**config.mk**
```make
export PLATFORM = sky130hd
export DESIGN_NAME = serialize_lanes
export DESIGN_NICKNAME = d
export VERILOG_FILES = /design/src/rtl/serialize_lanes_pkg.sv /design/src/rtl/serialize_lanes.sv
export SDC_FILE = /design/constraint.sdc
export NUM_CORES = 1
export LEC_CHECK = 0
export ABC_AREA = 1
export CAP_MARGIN = 10
export CORE_ASPECT_RATIO = 0.6
export CORE_MARGIN = 1
export CORE_UTILIZATION = 50
export DETAILED_ROUTE_END_ITERATION = 7
export GPL_ROUTABILITY_DRIVEN = 1
export PLACE_DENSITY = 0.93
export SYNTH_ARGS = -nofsm -noshare
export SYNTH_HDL_FRONTEND = slang
export SYNTH_SLANG_ARGS = --single-unit
```
**constraint.sdc**
```tcl
create_clock -name clk -period 4.75 [get_ports clk]
set_input_delay 0.95 -clock clk [delete_from_list [all_inputs] [get_ports clk]]
set_output_delay 0.95 -clock clk [all_outputs]
set_load 0.005 [all_outputs]
```
**src/rtl/serialize_lanes_pkg.sv**
```systemverilog
// Shared types and din field layout helpers for the lane serializer.
// Layout of one din word, MSB first: {eot, len[LEN_W-1:0], lanes[LANES*W-1:0]}.
package serialize_pkg;

    typedef enum logic {IDLE, BUSY} ser_state_t;

    function automatic int len_w(input int lanes);
        return $clog2(lanes + 1);
    endfunction

    function automatic int len_lsb(input int lanes, input int w);
        return lanes * w;
    endfunction

    function automatic int eot_bit(input int lanes, input int w);
        return lanes * w + len_w(lanes);
    endfunction

    function automatic int din_w(input int lanes, input int w);
        return 1 + len_w(lanes) + lanes * w;
    endfunction

endpackage

```
**src/rtl/serialize_lanes.sv**
```systemverilog
// Buffers one wide multi-lane word and emits its valid lanes one per cycle,
// flagging the final element of an eot word.
module serialize_lanes
    import serialize_pkg::*;
#(
    parameter int LANES = 4,
    parameter int W     = 16,
    localparam int LEN_W = len_w(LANES),
    localparam int DIN_W = din_w(LANES, W)
) (
    input  logic             clk,
    input  logic             rst,
    input  logic             i_din_valid,
    output logic             o_din_ready,
    input  logic [DIN_W-1:0] i_din_data,
    output logic             o_dout_valid,
    input  logic             i_dout_ready,
    output logic [W:0]       o_dout_data
);

    localparam int LEN_LSB = len_lsb(LANES, W);
    localparam int EOT_BIT = eot_bit(LANES, W);

    ser_state_t         r_state;
    logic [LEN_W-1:0]   r_idx;
    logic [LEN_W-1:0]   r_len;
    logic               r_eot;
    logic [LANES*W-1:0] r_lanes;

    logic [LEN_W-1:0]   w_len_in;
    logic [LEN_W-1:0]   w_len_clamp;
    logic               w_last;
    logic               w_load;

    always_comb begin
        w_len_in    = i_din_data[LEN_LSB +: LEN_W];
        w_len_clamp = (w_len_in > LEN_W'(LANES)) ? LEN_W'(LANES) : w_len_in;
        w_last      = (r_idx == r_len - 1'b1);

        // Outputs are forced idle while reset is held so nothing leaks out
        // of a discarded word; din.ready opens on the last-lane handshake.
        o_dout_valid = rst && (r_state == BUSY);
        o_dout_data  = {r_eot & w_last, r_lanes[r_idx*W +: W]};
        o_din_ready  = !rst || (r_state == IDLE) || (i_dout_ready && w_last);

        w_load = i_din_valid && o_din_ready && (w_len_clamp != '0);
    end

    always_ff @(posedge clk) begin
        if (!rst) begin
            r_state <= IDLE;
            r_idx   <= '0;
            r_len   <= '0;
            r_eot   <= 1'b0;
            r_lanes <= '0;
        end else if (w_load) begin
            r_state <= BUSY;
            r_idx   <= '0;
            r_len   <= w_len_clamp;
            r_eot   <= i_din_data[EOT_BIT];
            r_lanes <= i_din_data[LANES*W-1:0];
        end else if (r_state == BUSY && i_dout_ready) begin
            // A zero-length word taken on the last handshake also lands here.
            if (w_last) r_state <= IDLE;
            else        r_idx   <= r_idx + 1'b1;
        end
    end

endmodule

```
# Word-level counts from Yosys, hierarchy flattened
# Index checks and enable logic that the tools add are counted.
[word_totals]
register_bits = 72
latchBits = 0
ramBits = 0
romBits = 0
inputBits = 72
wordCells = 32
n_memories = 0
[classes]
add_sub_neg = 2
multipliers = 0
div = 0
order_cmp = 1
eq_ne = 1
shifts = 1
muxes = 4
bitwise_logic = 4
reduce_logical = 14
[ops]
columns = ["operator", "count"]
rows = [
  ["$shiftx A64 B8 Y16", 1],
  ["$logic_and A1 B1 Y1", 5],
  ["$reduce_and A2 Y1", 2],
  ["$reduce_bool A2 Y1", 2],
  ["$add A3 B1 Y3 const B", 1],
  ["$eq A3 B3 Y1", 1],
  ["$gt A3 B3 Y1 const B", 1],
  ["$mux W1", 3],
  ["$mux W3", 1],
  ["$not A1 Y1", 3],
  ["$reduce_bool A3 Y1", 1],
  ["$sub A3 B1 Y3 const B", 1],
  ["$logic_or A1 B1 Y1", 2],
  ["$reduce_or A2 Y1", 1],
  ["$and A1 B1 Y1", 1],
  ["$logic_not A1 Y1", 1],
]

# Longest topological paths before layout
# Gate-level depths: netlist (run 1).
[depth]
depth_word = 8
ltp_mapped = 13

# Worst setup path after synthesis (run 1)
# OpenSTA, ideal clock, no wires.
[synth_path]
path_type = "input-to-output"
startpoint = "input port rst"
endpoint = "output port o_din_ready"
t_arrival_ns = 1.231
t_required_ns = 3.800
slack_ns = 2.569
path_stages = 3
path_buffers = 0
cell_sequence = "nand2_1 inv_1 nand2_1"
[synth_between]
elab_chain_len = 3
[synth_rtl]
columns = ["item", "line", "source"]
rows = [
  ["from (decl)", "serialize_lanes.sv:12", "input logic rst,"],
  ["$logic_not A1 Y1", "-", ""],
  ["$logic_or A1 B1 Y1 (2 in a row)", "serialize_lanes.sv:44", "o_din_ready = !rst || (r_state == IDLE) || (i_dout_ready && w_last);"],
  ["to (decl)", "serialize_lanes.sv:14", "output logic o_din_ready,"],
]
# No other way between the ends.

# Worst setup path in the final report (run 1)
[layout_path]
startpoint = "register r_idx[0]"
endpoint = "output port o_din_ready"
[layout_between]
elab_chain_len = 3
[layout_rtl]
columns = ["item", "line", "source"]
rows = [
  ["from (decl)", "serialize_lanes.sv:25", "logic [LEN_W-1:0] r_idx;"],
  ["from (signal assigned)", "serialize_lanes.sv:65", "else r_idx <= r_idx + 1'b1;"],
  ["$eq A3 B3 Y1", "serialize_lanes.sv:38", "w_last = (r_idx == r_len - 1'b1);"],
  ["$logic_and A1 B1 Y1", "serialize_lanes.sv:44", ""],
  ["$logic_or A1 B1 Y1", "serialize_lanes.sv:44", ""],
]
# No other way between the ends.

==> results of run 1 <==
==> power groups by stage <==
stage | clock, uW | combinational (uW) | sequential (uW)
final | 763 | 257 | 673
after global placement | 0 | 244 | 683
after global routing | 803 | 278 | 676
after detailed placement | 0 | 249 | 684
after CTS | 765 | 253 | 671
after floorplan | 0 | 137 | 673
==> placed cells by master, fill, tap and decap left out, drive strengths merged <==
| cell type | n |
|---|---|
| clkinvlp | 1 |
| buf | 6 |
| bufinv | 3 |
| nand3 | 73 |
| clkbuf | 10 |
| nand2 | 86 |
| nand4 | 69 |
| o21ai | 33 |
| dfxtp | 72 |
| inv | 13 |
| clkdlybuf4s50 | 89 |
| xor2 | 2 |
| nor2 | 68 |
| a21oi | 19 |
| clkinv | 2 |
| ha | 2 |
==> layout make-up <==
cell class                      instances  area [sq um]
Sequential cell                        72          1440
Clock buffer                           10           229
Timing Repair Buffer                   95           936
Clock inverter                          6           108
Inverter                               13          48.8
Fill cell                             488          1790
Tap cell                               84           105
Multi-Input combinational cell        352          1700
==> sequential cells by signal, indices dropped and copies added, names as in the netlist <==
name and count:
r_lanes 64, r_eot 1, r_len 3, r_state 1, r_idx 3
==> critical path, delay by kind of cell, from the launching register on <==
kind / cells / cell delay, ps
buf+inv: 2 / 920
flops: 1 / 830
simple gates: 5 / 620
==> per-layer routing <==
layer | share of wire (%) | global-route usage (%) | vias to the layer above
li1 | - | - | 1791
met2 | 43 | 44.2 | 251
met3 | 12 | 10.4 | 18
met1 | 44 | 41.0 | 1716
met5 | 0 | 0 | -
met4 | 1.1 | 5.07 | 0
==> metrics by stage <==
step / hold WS [ps] / cell area (sq um)
2_1_floorplan: 444 / 3420
3_3_place_gp: 455 / 4240
3_5_place_dp: 458 / 4240
4_1_cts: 468 / 4570
5_1_grt: 485 / 4570
6_report: 468 / 4570
==> worst paths after layout <==
| check | startpoint | endpoint | slack, ps |
|---|---|---|---|
| worst max-delay path | r_idx[0] | o_din_ready | 1080 |
| worst min-delay path | r_lanes[24] | r_lanes[24] | 470 |
| worst max register to register | r_idx[0] | r_lanes[52] | 1390 |
| worst min register to register | r_lanes[24] | r_lanes[24] | 470 |
==> kinds of logic after synthesis <==
| group | after synthesis | share of synthesized area [%] |
|---|---|---|
| fa+ha+maj | 2 | 0.732 |
| flops | 72 | 42.2 |
| compound gates | 52 | 7.95 |
| buf+inv | 61 | 8.02 |
| xor+xnor | 2 | 0.513 |
| simple gates | 296 | 40.6 |
==> results.txt, run 1 <==
class of the tightest hold or removal check = reg -> reg
most frequent cell after synthesis = nand2_1
setup repair after global routing missed its margin = false
Worst IR Drop VDD = 0.000211 V
worst endpoint required time = 3800 ps
total number of vias = 3776
number of diodes = 0
proportion of layout cells with a drive suffix above 1 = 5.11%
Cell variety after synth = 20
area overhead of the layout relative to synthesis = 33.8%
post-synth net total = 559
register share of total power = 39.7%
crit path time final = 3670 ps
die area = 7180 sq um
endpoint kind of the worst setup timing path = primary output
number of DRC violations after detailed routing = 0
highest attainable clock frequency = 272 MHz
Arr. time, crit path = 2720 ps
area share of the largest cell type after synthesis = 42.2%
power per cell area = 370 nW/um^2
number of buffers inserted by port buffering = 90
level count of the clock H-tree = 3
crit-path most repeated cell = nand2_1
classification of the worst setup path = reg -> out
DIE HEIGHT = 66.0 microns
largest driver fanout on the critical path = 33
Non-Filler Instances = 632
count of clock tree sinks = 72
top cells by instance count after synthesis = nand2_1 (86), dfxtp_1 (72), nand3_1 (71), nand4_1 (69), nor2_1 (67)
reg2reg path depth = 9
starting density of the core = 53.7%
total design power = 1690 uW
critical-path cell list = inv_2 -> nand2_1 -> nand2_1 -> nor2_2 -> nand3_2 -> nand2_1 -> clkdlybuf4s50_1
wire length of the first global-routing pass = 16.1 mm
clock tree from TritonCTS = built
Cells after DPL = 616
routability cong. = 0.905
core area = 6360 sq um
largest stage delay on the critical path = 830 ps
worst slack at placement = 1470 ps
final standard cell utilization of the core = 71.9%
average detailed-routed wire length per instance = 16.2 microns
DP Wirelength = 6.70 mm
Area contributors post-synth = dfxtp_1 (42%), nand4_1 (13%), nand3_1 (10%)
clock group share of total power = 45.1%
initial antenna violation count = 0
Clock transition at path regs = 50 ps
Synth Warn # = 0
sequential share of the synthesized area = 42.2%
crit start category = flop
most area-hungry cell type in the Yosys netlist = dfxtp_1
all-layer global routing usage = 29.5%
top-level port count = 91
sum of overflow across all layers after global routing = 0
most used flip-flop cell after synthesis = dfxtp_1
final worst-path cycle share = 77.3%
max-slew violation total from the final report = 0
via count of the first global-routing pass = 3329
post-cts hold buffer count = 0
fraction of power spent switching nets = 24.4%
net switching power of the design = 413 uW
number of search-and-repair iterations in the first detailed-routing pass = 6
setup_tns = 0 ps
result of the run = finished clean
normalized max-slew margin = 26.2%
post-layout worst setup margin = 1080 ps
clock buffer count from CTS = 9
skew final = 3.91 ps
asr flop ratio synth = 0%
largest net degree at the start of global routing = 74
row count = 22
clock root buffer master = clkbuf_16
mean area per synthesized cell = 7.05 sq um
deepest clock path buffer count = 2
Chip Width = 109 microns
internal power consumption = 1280 uW
Setup Buffers After CTS = 0
post-detailed-routing wire length = 10.2 mm
Final nets = 617
combinational cell fraction of total power = 15.2%
number of instances in the synthesized netlist = 485
area of the mapped netlist = 3420 sq um
final setup vio count = 0
cell with the largest stage delay on the worst path = dfxtp_1
Worst-Margin Slew = 1100 ps
maximum capacitance violations = 0
number of nets with antenna violations after routing = 0
initial detailed-routing violation count = 554
number of hold violations in the final report = 0
Vias/cell = 5.97
clock latency of the later-clocked register in the worst-skew pair = 340 ps
P_leak = 0.00197 uW
Worst Hold Depth = 2
count of flip-flops with a built-in enable after synthesis = 0
Resized Gates After CTS = 0
post-synthesis register bit count = 72
No activity file was read; power rests on OpenSTA's default activity.
==> run 2: changes to the inputs <==
Settings changed: CORE_UTILIZATION 50 to 48, PLACE_DENSITY 0.93 to 0.9.
Clock period 4.75 ns to 3.5 ns, I/O delays scaled along.
==> run 2 against run 1 <==
Against the previous run: critical endpoint unchanged; worst setup slack worse by 540 ps; power is 23% higher; first-iteration DRC count is 21% lower; clock skew is 2.3 ps higher; via count is 1.7% lower; largest power group is now sequential cells; critical path depth stayed put; non-clock buffer count is 5 higher; flip-flop and latch count stayed put; utilization is 4.5 points lower; clock-buffer cell count is 2 higher.
==> results.txt, run 2 (synthesis gave the netlist of run 1 again) <==
result of the run = finished clean
Final nets = 622
Largest register FFs = 64
via count of the first global-routing pass = 3455
final-layout fill cell count = 571
worst endpoint required time = 2800 ps
sequential cell area in the final layout = 1440 sq um
normalized max-slew margin = 41.8%
commonest cells after routing, fill and taps aside = clkdlybuf4s50_1 (89), nand2_1 (85), dfxtp_1 (72)
row count = 23
largest driver fanout on the critical path = 17
all-layer global routing usage = 28.6%
Resized Gates After CTS = 0
crit start category = flop
level count of the clock H-tree = 3
Arr. time, crit path = 2260 ps
number of nets with antenna violations after routing = 0
skew final = 6.21 ps
final worst-path cycle share = 84.7%
Largest Register = r_lanes
crit path time final = 2960 ps
area overhead of the layout relative to synthesis = 33.3%
core area = 6760 sq um
Worst IR Drop VDD = 0.000236 V
class of the tightest hold or removal check = reg -> reg
Largest regs = r_lanes: 64 flops, r_idx: 3 flops, r_len: 3 flops
DP Wirelength = 6.79 mm
classification of the worst setup path = reg -> out
area taken by multi-input logic gates = 1700 sq um
largest net degree at the start of global routing = 97
post-detailed-routing wire length = 10.3 mm
sum of overflow across all layers after global routing = 0
number of DRC violations after detailed routing = 0
setup_tns = 0 ps
Clock transition at path regs = 60 ps
clock latency of the later-clocked register in the worst-skew pair = 330 ps
routability cong. = 0.868
top-level port count = 91
total design power = 2090 uW
initial antenna violation count = 0
clock tree from TritonCTS = built
post-cts hold buffer count = 0
deepest clock path buffer count = 2
number of diodes = 0
DIE HEIGHT = 67.4 microns
Setup Buffers After CTS = 0
final setup vio count = 0
starting density of the core = 50.5%
clock buffer count from CTS = 9
setup repair after global routing missed its margin = false
maximum capacitance violations = 0
Chip Width = 111 microns
endpoint kind of the worst setup timing path = primary output
number of search-and-repair iterations in the first detailed-routing pass = 6
P_leak = 0.00197 uW
Vias/cell = 5.80
highest attainable clock frequency = 337 MHz
power per cell area = 458 nW/um^2
Worst-Margin Slew = 873 ps
average detailed-routed wire length per instance = 16.1 microns
number of buffers inserted by port buffering = 90
most common cell after layout, fill and taps aside = clkdlybuf4s50_1
initial detailed-routing violation count = 437
wire length of the first global-routing pass = 16.5 mm
count of clock tree sinks = 72
total number of vias = 3711
die area = 7470 sq um
max-slew violation total from the final report = 0
proportion of layout cells with a drive suffix above 1 = 5.79%
number of hold violations in the final report = 0
clock root buffer master = clkbuf_16
==> run 2: through the flow <==
step	area [sq um]	hold WS, ps	worst slack [ps]	util (%)	instances
after floorplan	3420	444	1660	-	485
after global placement	4290	454	797	63.4	624
after detailed placement	4290	460	723	63.4	624
after CTS	4560	469	581	67.4	640
after global routing	4560	485	370	67.4	640
final	4560	470	536	67.4	640
==> run 2: final cells by class <==
| class | count | area share (%) |
|---|---|---|
| Inverter | 13 | 1.07 |
| Multi-Input combinational cell | 352 | 37.4 |
| Clock buffer | 12 | 5.41 |
| Clock inverter | 4 | 0.439 |
| Timing Repair Buffer | 100 | 21.6 |
| Tap cell | 87 | 2.39 |
| Sequential cell | 72 | 31.6 |
==> run 2: where the power goes <==
group	total [uW]	internal [uW]	switching, uW
Clock	823	494	330
Sequential	908	876	31.9
Combinational	355	174	182
==> run 2: worst paths after layout <==
check                  start     endpoint  slack [ps]  cells past startpoint
setup / recovery    r_idx[1]  o_din_ready         540                      7
hold / removal    r_lanes[3]   r_lanes[3]         470                      2
setup reg to reg    r_idx[1]  r_lanes[50]         800                     10
hold reg to reg   r_lanes[3]   r_lanes[3]         470                      2
==> run 2: critical path, stage by stage, from the launching register on <==
cell	delay (ps)
dfxtp_1	550
inv_2	230
nand2_1	110
nand2_1	60
nor2_2	160
nand3_2	130
nand2_1	170
clkdlybuf4s50_1	520
==> run 2: routing by layer <==
layer | vias up | global-route usage (%) | share of wire [%]
met5 | - | 0 | 0
met4 | 0 | 10.5 | 1.9
met3 | 20 | 11.4 | 12
met2 | 205 | 45.6 | 44
met1 | 1688 | 35.6 | 42
li1 | 1798 | - | -
==> run 3: changes to the inputs <==
Settings changed: CORE_UTILIZATION 48 to 44, PLACE_DENSITY 0.9 to 0.88.
Clock period 3.5 ns to 2.6 ns, I/O delays scaled along.
==> run 3 against run 2 <==
Against the previous run: clock skew down 1.4 ps; clock power up 52%; routed wire length about the same; global-route usage down 2.5 points; sequential share of layout area down 0.81 points; non-clock buffer count up 3; power up 42%; first-iteration DRC count down 26%; utilization down 3.8 points; clock-buffer cell count down 2; hold slack worse by 0.94 ps; sequential power up 35%; critical endpoint is now o_dout_data[6].
==> results.txt, run 3 (synthesis gave the netlist of run 1 again) <==
number of nets with antenna violations after routing = 0
number of diodes = 0
Vias/cell = 5.53
result of the run = finished clean
DP Wirelength = 7.17 mm
number of buffer and inverter instances along the worst setup path = 3
clock latency of the later-clocked register in the worst-skew pair = 330 ps
level count of the clock H-tree = 3
critical register-to-register path endpoint = r_lanes[25]
wire length of the first global-routing pass = 16.2 mm
fraction of power spent switching nets = 26.1%
clock buffer count from CTS = 9
Chip Width = 116 microns
DIE HEIGHT = 70.3 microns
reg2reg path depth = 12
net switching power of the design = 774 uW
final standard cell utilization of the core = 63.6%
clock root buffer master = clkbuf_16
crit start category = flop
largest net degree at the start of global routing = 105
Arr. time, crit path = 1990 ps
cell with the largest stage delay on the worst path = clkdlybuf4s50_1
number of hold violations in the final report = 0
Clock transition at path regs = 60 ps
worst slack at placement = 239 ps
post-detailed-routing wire length = 10.3 mm
Non-Filler Instances = 660
deepest clock path buffer count = 2
normalized max-slew margin = 34.1%
crit path time final = 2510 ps
Worst-Margin Slew = 989 ps
core area = 7390 sq um
top-level port count = 91
clock tree from TritonCTS = built
slack of the worst reg-to-reg path = 610 ps
skew final = 4.78 ps
number of DRC violations after detailed routing = 0
hold_sp = r_lanes[3]
row count = 24
max-slew violation total from the final report = 0
power per cell area = 631 nW/um^2
worst reg2reg path startpoint = r_len[0]
average detailed-routed wire length per instance = 15.6 microns
internal power consumption = 2190 uW
family with the most delay on the worst path = buffers and inverters
starting density of the core = 46.3%
die area = 8130 sq um
worst endpoint required time = 2080 ps
via count of the first global-routing pass = 3349
total number of vias = 3647
final setup vio count = 0
proportion of layout cells with a drive suffix above 1 = 7.55%
minimum hold slack = 469 ps
count of clock tree sinks = 72
most common cell after layout, fill and taps aside = clkdlybuf4s50_1
all-layer global routing usage = 26.2%
largest stage delay on the critical path = 540 ps
area overhead of the layout relative to synthesis = 37.4%
number of search-and-repair iterations in the first detailed-routing pass = 5
setup_tns = 0 ps
setup repair after global routing missed its margin = false
final worst-path cycle share = 96.5%
initial detailed-routing violation count = 322
Cells after DPL = 643
maximum capacitance violations = 0
P_leak = 0.00203 uW
critical-path cell list = inv_2 -> buf_4 -> o21ai_0 -> a21oi_1 -> clkdlybuf4s50_1
initial antenna violation count = 0
Largest register FFs = 64
routability cong. = 0.893
sum of overflow across all layers after global routing = 0
Final nets = 625
endpoint kind of the worst setup timing path = primary output
post-layout worst setup margin = 90.7 ps
classification of the worst setup path = reg -> out
class of the tightest hold or removal check = reg -> reg
combinational cell fraction of total power = 16.6%
Largest regs = r_lanes: 64 flops, r_idx: 3 flops, r_len: 3 flops
Largest Register = r_lanes
Worst Hold Depth = 2
clock group share of total power = 42.1%
highest attainable clock frequency = 399 MHz
commonest cells after routing, fill and taps aside = clkdlybuf4s50_1 (87), nand2_1 (83), nand3_1 (71)
Worst IR Drop VDD = 0.000282 V
number of buffers inserted by port buffering = 90
Endpoint, Worst Hold = r_lanes[3]
register share of total power = 41.3%
largest driver fanout on the critical path = 16
-- run 3: cell count changes in the layout (fill, tap and decap cells not counted), sizes merged --
cell           before  now
buf                11   14
bufinv              0    1
clkbuf             12   10
clkdlybuf4s50      89   87
clkinv              4    2
clkinvlp            0    2
dlymetal6s2s        0    2
inv                13   14
-- run 3: per-stage QoR --
stage | instance area (sq um) | total power (uW)
2_1_floorplan | 3420 | 1480
3_3_place_gp | 4340 | 1710
3_5_place_dp | 4340 | 1730
4_1_cts | 4650 | 2970
5_1_grt | 4700 | 3070
6_report | 4700 | 2960
-- run 3: timing repair --
item,CTS,global route
gates resized for setup,3,12
hold buffers,0,0
endpoints found under the setup margin,9,18
setup buffers,0,1
pin swaps,2,2
-- run 3: final cells by class --
| cell class | instances | area, sq um |
|---|---|---|
| inverters | 13 | 51.3 |
| well taps | 104 | 130 |
| fillers | 658 | 2690 |
| clock buffers | 10 | 239 |
| flip-flops and latches | 72 | 1450 |
| clock inverters | 6 | 67.6 |
| repair buffers | 103 | 1040 |
| multi-input cells | 352 | 1720 |
-- run 3: worst reg2reg max path, stage by stage (launching register included) --
cell and delay, ps:
dfxtp_2 340, inv_1 60, ha_1 290, inv_1 40, nand2_1 60, nand2_1 80, nor2_4 160, nand3_4 100
nand2_2 90, nand3_2 130, buf_4 310, nand3_1 150, nand2_1 70
-- run 3: worst max-delay path by stage --
stage | from | endpoint | slack, ps | cells after the start
finish | r_idx[0] | o_dout_data[6] | 90 | 5
global placement | i_dout_ready | o_din_ready | 290 | 4
global route | r_idx[0] | o_dout_data[8] | 10 | 5
floorplan | r_len[0] | r_idx[0] | 930 | 12
CTS | r_len[0] | o_din_ready | -3 | 9
detailed placement | i_dout_ready | o_din_ready | 240 | 4
-- run 3: power groups by stage --
stage,clock network [uW],registers (uW),logic [uW]
5_1_grt,1300,1230,538
2_1_floorplan,0,1230,251
3_5_place_dp,0,1250,479
3_3_place_gp,0,1240,470
4_1_cts,1260,1220,485
6_report,1250,1230,492
-- run 3: per-layer routing --
metal	routed length, microns	track usage (%)
met2	4300	37.6
met3	1120	10.4
met4	121	6.70
met5	0	0
met1	4770	36.3
